## config.mk

```make
export PLATFORM = sky130hd
export DESIGN_NAME = sram_arbiter
export DESIGN_NICKNAME = d
export VERILOG_FILES = /design/src/rtl/sram_arbiter.sv
export SDC_FILE = /design/constraint.sdc
export NUM_CORES = 1
export LEC_CHECK = 0
export CAP_MARGIN = 15
export CORE_UTILIZATION = 39
export DETAILED_ROUTE_END_ITERATION = 6
export PLACE_DENSITY = 0.8
export SETUP_SLACK_MARGIN = 0.3
export SKIP_LAST_GASP = 1
export SLEW_MARGIN = 30
export SYNTH_ARGS = -nofsm -noshare
export SYNTH_HDL_FRONTEND = slang
export SYNTH_SLANG_ARGS = --single-unit
```

## constraint.sdc

```tcl
create_clock -name clk -period 2.1 [get_ports clk]
set_input_delay 0.21 -clock clk [delete_from_list [all_inputs] [get_ports clk]]
set_output_delay 0.21 -clock clk [all_outputs]
set_load 0.01 [all_outputs]
```

## src/rtl/sram_arbiter.sv

```systemverilog
// sram_arbiter: shares one SRAM port between instruction fetch and the MEM-stage
// data port. Grants one request at a time, holds it on the mem_* port until the
// controller acks it, returns a one-cycle ack with read data, and aborts accesses
// that the controller never acknowledges.
module sram_arbiter #(
  parameter int ADDR_W  = 20,
  parameter int DATA_W  = 32,
  parameter int TIMEOUT = 15
) (
  input  logic              clk,
  input  logic              rst,
  // instruction fetch port
  input  logic              inst_req_i,
  input  logic [ADDR_W-1:0] inst_addr_i,
  output logic [DATA_W-1:0] inst_rdata_o,
  output logic              inst_ack_o,
  // data port
  input  logic              data_req_i,
  input  logic              data_we_i,
  input  logic [3:0]        data_be_i,
  input  logic [ADDR_W-1:0] data_addr_i,
  input  logic [DATA_W-1:0] data_wdata_i,
  output logic [DATA_W-1:0] data_rdata_o,
  output logic              data_ack_o,
  // SRAM controller port
  output logic              mem_req_o,
  output logic              mem_we_o,
  output logic [3:0]        mem_be_o,
  output logic [ADDR_W-1:0] mem_addr_o,
  output logic [DATA_W-1:0] mem_wdata_o,
  input  logic [DATA_W-1:0] mem_rdata_i,
  input  logic              mem_ack_i,
  // status
  output logic              err_o,
  output logic              stall_o
);

  typedef enum logic [1:0] {IDLE, BUSY_I, BUSY_D} state_t;

  // watchdog terminal count; counter is cleared on every grant so it never wraps
  localparam logic [7:0] WDOG_LAST = 8'(TIMEOUT - 1);

  state_t     state, state_n;
  logic       last_d;      // 1 = data was granted last, 0 = fetch (reset value)
  logic [7:0] wdog;
  logic       inst_elig, data_elig;
  logic       grant_i, grant_d;
  logic       done, abort;

  // A request whose ack is pulsing this cycle is the one just served; don't re-grant it.
  assign inst_elig = inst_req_i & ~inst_ack_o;
  assign data_elig = data_req_i & ~data_ack_o;

  assign stall_o = (inst_req_i & ~inst_ack_o) | (data_req_i & ~data_ack_o);

  // Next-state and grant decode: alternate on ties, finish on ack or watchdog expiry.
  always_comb begin
    state_n = state;
    grant_i = 1'b0;
    grant_d = 1'b0;
    done    = 1'b0;
    abort   = 1'b0;
    case (state)
      IDLE: begin
        if (inst_elig && data_elig) begin
          if (last_d) grant_i = 1'b1;
          else        grant_d = 1'b1;
        end else if (inst_elig) begin
          grant_i = 1'b1;
        end else if (data_elig) begin
          grant_d = 1'b1;
        end
        if (grant_i) state_n = BUSY_I;
        if (grant_d) state_n = BUSY_D;
      end
      BUSY_I, BUSY_D: begin
        if (mem_ack_i) begin
          done    = 1'b1;
          state_n = IDLE;
        end else if (wdog == WDOG_LAST) begin
          abort   = 1'b1;
          state_n = IDLE;
        end
      end
      default: state_n = IDLE;
    endcase
  end

  // State register.
  always_ff @(posedge clk) begin
    if (!rst) state <= IDLE;
    else      state <= state_n;
  end

  // Remember who won the last grant so a tie goes to the other requester.
  always_ff @(posedge clk) begin
    if (!rst)         last_d <= 1'b0;
    else if (grant_d) last_d <= 1'b1;
    else if (grant_i) last_d <= 1'b0;
  end

  // Watchdog: counts un-acked busy cycles, restarts on each grant.
  always_ff @(posedge clk) begin
    if (!rst)                         wdog <= '0;
    else if (grant_i || grant_d)      wdog <= '0;
    else if (state != IDLE && !mem_ack_i) wdog <= wdog + 8'd1;
  end

  // Memory-side port: latched on grant and held steady for the whole access.
  always_ff @(posedge clk) begin
    if (!rst) begin
      mem_req_o   <= 1'b0;
      mem_we_o    <= 1'b0;
      mem_be_o    <= 4'b0000;
      mem_addr_o  <= '0;
      mem_wdata_o <= '0;
    end else if (grant_i) begin
      mem_req_o   <= 1'b1;
      mem_we_o    <= 1'b0;
      mem_be_o    <= 4'b1111;
      mem_addr_o  <= inst_addr_i;
      mem_wdata_o <= '0;
    end else if (grant_d) begin
      mem_req_o   <= 1'b1;
      mem_we_o    <= data_we_i;
      mem_be_o    <= data_be_i;
      mem_addr_o  <= data_addr_i;
      mem_wdata_o <= data_wdata_i;
    end else if (done || abort) begin
      mem_req_o   <= 1'b0;
    end
  end

  // Requester side: one-cycle ack/err pulse, read data only for a completed read.
  always_ff @(posedge clk) begin
    if (!rst) begin
      inst_ack_o   <= 1'b0;
      inst_rdata_o <= '0;
      data_ack_o   <= 1'b0;
      data_rdata_o <= '0;
      err_o        <= 1'b0;
    end else begin
      inst_ack_o   <= 1'b0;
      inst_rdata_o <= '0;
      data_ack_o   <= 1'b0;
      data_rdata_o <= '0;
      err_o        <= abort;
      if (done || abort) begin
        if (state == BUSY_I) begin
          inst_ack_o <= 1'b1;
          if (done) inst_rdata_o <= mem_rdata_i;
        end else begin
          data_ack_o <= 1'b1;
          if (done && !mem_we_o) data_rdata_o <= mem_rdata_i;
        end
      end
    end
  end

endmodule

```

==> Word-level counts from Yosys, hierarchy flattened <==
Cells that the tools add are included.
{ "word_totals": {"regBits": 136, "in_bits": 114, "out_inout_bits": 126, "wordCells": 77} }
{ "classes": {"addsub": 1, "eq_ne": 5, "n_mux": 32, "n_bitwise": 8, "n_reduce_logical": 18} }
{ "op_table": {"columns": ["cell", "n"], "rows": [
  ["20-bit 2-to-1 mux", 2],
  ["1-bit 2-to-1 mux", 23],
  ["8-bit by 1-bit adder with 8-bit output (second input constant)", 1],
  ["8-bit by 4-bit == test with 1-bit output (second input constant)", 1],
  ["2-bit 2-to-1 mux", 4],
  ["4-bit 2-to-1 mux", 2],
  ["3-bit != test (second input constant)", 2],
  ["2-bit OR reduction", 3],
  ["1-bit inverter", 5],
  ["2-bit one-hot mux with 2 select lines", 1],
  ["2-bit AND reduction", 2],
  ["4-bit AND reduction", 1],
  ["2-bit nonzero test", 2],
  ["4-bit OR reduction", 1],
  ["1-bit logical AND", 3],
  ["3-bit nonzero test", 1],
  ["1-bit AND", 2],
  ["2-bit by 1-bit == test with 1-bit output (second input constant)", 1],
  ["2-bit == test (second input constant)", 1],
  ["1-bit logical NOT", 2],
  ["2-bit logical NOT", 1],
  ["1-bit logical OR", 2],
  ["1-bit bitwise OR", 1]
]} }

==> Logic depth before layout (Yosys ltp) <==
{ "logic_depth": {"depth_word": 9, "ltp_mapped": 7, "ltp_nobuf": 6} }

==> Worst setup path before layout <==
Ideal clock, no wire load.
{ "synth_timing": {"path_type": "register to register", "startpoint": "reg state[0]", "endpoint": "reg data_rdata_o[10]", "setup_ps": 59, "t_arrival_ps": 1457, "required_ps": 2041, "setup_slack_ps": 584, "stages_incl_launch_ff": 7, "path_buffers": 1, "period_less_slack_ps": 1516, "path_cell_list": "dfxtp_1 -> inv_1 -> ha_1 -> nand2_1 -> nor4b_2 -> buf_2 -> and2_1"} }
{ "synth_between": {"elab_chain_cells": 6, "word_cells_on_any_way": 10, "classes_between": "2 x eq/ne; 2 x mux; 2 x bitwise; 4 x reduce/logical"} }
{ "synth_lines": {"columns": ["element", "line_no", "text"], "rows": [
  ["from (decl)", "43", "state_t state, state_n;"],
  ["from (signal assigned)", "92", "else state <= state_n;"],
  ["2-bit by 1-bit == test with 1-bit output / 2-bit == test (equally long branches)", "63, 149", null],
  ["2-bit OR reduction", "63", "case (state)"],
  ["1-bit 2-to-1 mux", "63", null],
  ["1-bit logical AND / 1-bit logical OR (equally long branches)", "154, 148", null],
  ["1-bit inverter (no line)", null, null],
  ["4-bit OR reduction (no line) (*)", null, null],
  ["to (signal assigned)", "154", "if (done && !mem_we_o) data_rdata_o <= mem_rdata_i;"],
  ["to (decl)", "23", "output logic [DATA_W-1:0] data_rdata_o,"]
]} }
Every way passes the cells marked *; elsewhere a longest branch is shown, timed or not.
A chain may end at the register's enable or synchronous reset.

==> Worst setup path after layout <==
{ "layout_timing": {"startpoint": "reg state[0]", "endpoint": "reg data_rdata_o[25]"} }
Same word-level chain as after synthesis.

==> results.md <==
* Status: finished clean
* Post-synthesis mux area share at 0
* WHS Endpoint: mem_wdata_o[23]
* Vias at 4178
* Sequential cell area at 2720 µm²
* Final cell count without fillers at 878
* Clock power share at 0.427
* Post-synth ARST share at 0
* RSZ-0062 raised after global routing: no
* Clock buffer depth at 2
* Static leakage at 3.00 nW
* Setup TNS Final at 0 ns
* Setup CP Type: reg2reg
* Initial core utilization at 0.400
* Count of inserted antenna diode cells at 0
* Total power at 7.12 mW
* Residual DRC at 0
* Syn nets at 599
* Reg-to-reg critical path startpoint: state[0]
* Reg-to-Reg End: data_rdata_o[25]
* ANT nets after route at 0
* Die area at 12100 µm²
* Htree depth at 4
* P&R area growth vs syn at 70.3%
* Row Count at 39
* Cts bufs inserted at 17
* Tot GR Track Use at 0.213
* R2R Setup Slk at 0.43 ns
* R2R depth at 6
* Final Max Slew Viols at 0
* Global-route wire length before repair at 19.5 mm
* Critical Path Start Type: register
* Synth Area per Inst at 9.48 µm²
* CP Capture Type: register
* Peak Freq at 0.598 GHz
* Root Driver: clkbuf_16
* Largest net degree at the start of global routing at 38
* Synth Warn # at 0
* Sw Pwr at 1.78 mW
* Core area at 11400 µm²
* Clock Skew at 0.0129 ns
* PortBufs at 239
* Routed WL per cell at 14.7 µm
* Worst skew pair latency at 0.41 ns
* Max FO, Critical Path at 32
* Die W at 110 µm
* Combinational share of power at 0.172
* Global placement routability congestion at 0.845
* NumNets Final at 840
* Hold Startpoint: data_wdata_i[23]
* Area fraction in compound gates after synthesis at 0.0650
* Critical path required time at 2.45 ns
* Num Clock Sinks at 136
* Slew @ Worst Pin at 0.350 ns
* Via/cell ratio at 4.76
* Post-CTS Setup Inserts at 0
* Min Clock Period, post-route at 1.67 ns
* Type of the worst min-delay path: in2reg
* I/O Pins at 240
* Post-synth EDFFs at 0
* Internal power at 5.34 mW
* Post-synthesis register bit count at 136
* Max_slew headroom at 0.766
* Placed cells at 846
* DP HPWL at 9.52 mm
* Grt ovf at 0
* Yosys cell types at 37
* Die Span Y at 110 µm
* Initial antenna violation count at 0
* Multi-input gate area at 1720 µm²
* Drt pass-1 iters at 4
* # setup viols final at 0
* Tcrit/Tclk final at 0.796
* Share of cells above drive strength 1 at 0.0748
* Post-Synth XOR/XNOR Area at 0.0134
* Simple-Gate Fraction of Synth Area at 0.283
* Fillers at 911
* Hold Fails Final Rpt at 0
* PwrDens at 916 nW/µm²
* Worst EP arrival at 2.02 ns
* Cells after Synth at 481
* Net Sw Frac at 0.250
* WHS Path Cells at 3
* Post-Synth Adder-Cell Area at 0.0110
* Max VDD drop at 0.000550 V
* Largest family of logic cells by synthesized area: simple AND/OR/NAND/NOR gates
* Max-cap viol count at 0
* Predominant post-synthesis flop cell: dfxtp_1
* Post-Syn Area at 4560 µm²
* Starting DRT DRC Count at 233
* Clock transition at the registers of the reported paths at 0.06 ns
* Hold_ws at 0.349 ns
* Routed WL at 12.9 mm
* Vias in the first global route at 3996
* Sequential cell area fraction in the yosys report at 0.597
* CTS tree: built
* Core Util, Final at 0.680
* Sequential share of power at 0.401
==> registers in the layout (all words and copies together), names as in the netlist, 2 cells and up <==
signal / flops
data_rdata_o: 32
inst_rdata_o: 32
mem_addr_o: 20
mem_be_o: 4
mem_wdata_o: 32
state: 2
wdog: 8
==> area by class of cell <==
class	count	area share
sequential	136	0.350
timing repair buffer	250	0.324
multi-input combinational	313	0.221
clock buffer	19	0.0570
tap	143	0.0230
clock inverter	13	0.0219
inverter	4	0.00193
==> Yosys cell counts, types with 2 or more instances <==
cell	n	area, µm²
a31oi_1	2	12.5
buf_2	17	85.1
and3_1	2	12.5
nor3_1	3	15.0
inv_1	4	15.0
dfxtp_1	136	2720
clkbuf_1	8	30.0
nand3_1	59	295
nand3b_1	2	15.0
ha_1	4	50.1
o221a_2	2	22.5
nand4_1	4	25.0
nand2_1	97	364
and2_1	66	413
nor2_1	11	41.3
nand2b_1	2	12.5
a21oi_1	33	165
xor2_1	6	52.6
a32o_2	2	22.5
nor2b_1	2	12.5
buf_1	3	11.3
==> through the flow <==
step / cell area, µm² / setup WS [ns]
after floorplan: 4560 / 0.584
after global placement: 7150 / 0.251
after detailed placement: 7150 / 0.181
after CTS: 7760 / 0.363
after global routing: 7770 / 0.304
final: 7770 / 0.427
==> power groups by stage <==
| stage | registers [mW] | clock network (mW) | logic (mW) |
|---|---|---|---|
| 3_5_place_dp | 2.91 | 0 | 1.22 |
| 2_1_floorplan | 2.97 | 0 | 0.428 |
| 3_3_place_gp | 2.90 | 0 | 1.20 |
| 4_1_cts | 2.85 | 3.08 | 1.23 |
| 5_1_grt | 2.87 | 3.22 | 1.33 |
| 6_report | 2.85 | 3.04 | 1.23 |
==> critical path, stage by stage, from the launching register on <==
cell,delay (ns)
dfxtp_1,0.36
inv_1,0.05
ha_1,0.35
nand2_1,0.16
nor4b_4,0.29
buf_6,0.24
and2_1,0.16
==> layout by cell type (no fill, tap or decap), types with 3 or more instances in the layout <==
cell type and instances:
a21oi_1 33, and2_1 66, buf_12 3, buf_4 6, bufinv_16 3, clkbuf_16 17
clkdlybuf4s50_1 238, clkinv_4 4, clkinvlp_4 3, dfxtp_1 136, ha_1 4, inv_1 4
nand2_1 97, nand3_1 59, nand4_1 4, nor2_1 11, xor2_1 6
==> repair_timing <==
item,CTS,global route
setup endpoints to repair,1,65
pin swaps,0,0
hold buffers,0,0
endpoints found under the hold margin,0,0
gates resized for setup,1,3
==> logic make-up after synthesis <==
logic type,Yosys count
buf+inv,32
xor+xnor,7
flops,136
fa+ha+maj,4
compound gates,47
simple gates,255
==> worst max path at each step <==
stage / start / cells past startpoint / endpoint
after global routing: state[1] / 6 / data_rdata_o[30]
after floorplan: state[0] / 6 / data_rdata_o[10]
after detailed placement: rst / 5 / data_rdata_o[23]
after CTS: state[1] / 6 / mem_wdata_o[31]
after global placement: rst / 5 / data_rdata_o[8]
final: state[0] / 6 / data_rdata_o[25]
==> layer usage <==
metal / up-vias / GRT usage / share of wire
li1: 2070 / - / -
met1: 1890 / 0.222 / 0.38
met2: 197 / 0.375 / 0.50
met3: 21 / 0.0929 / 0.10
met4: 0 / 0.0818 / 0.019
met5: - / 0 / 0
(Power assumes the default switching activity.)
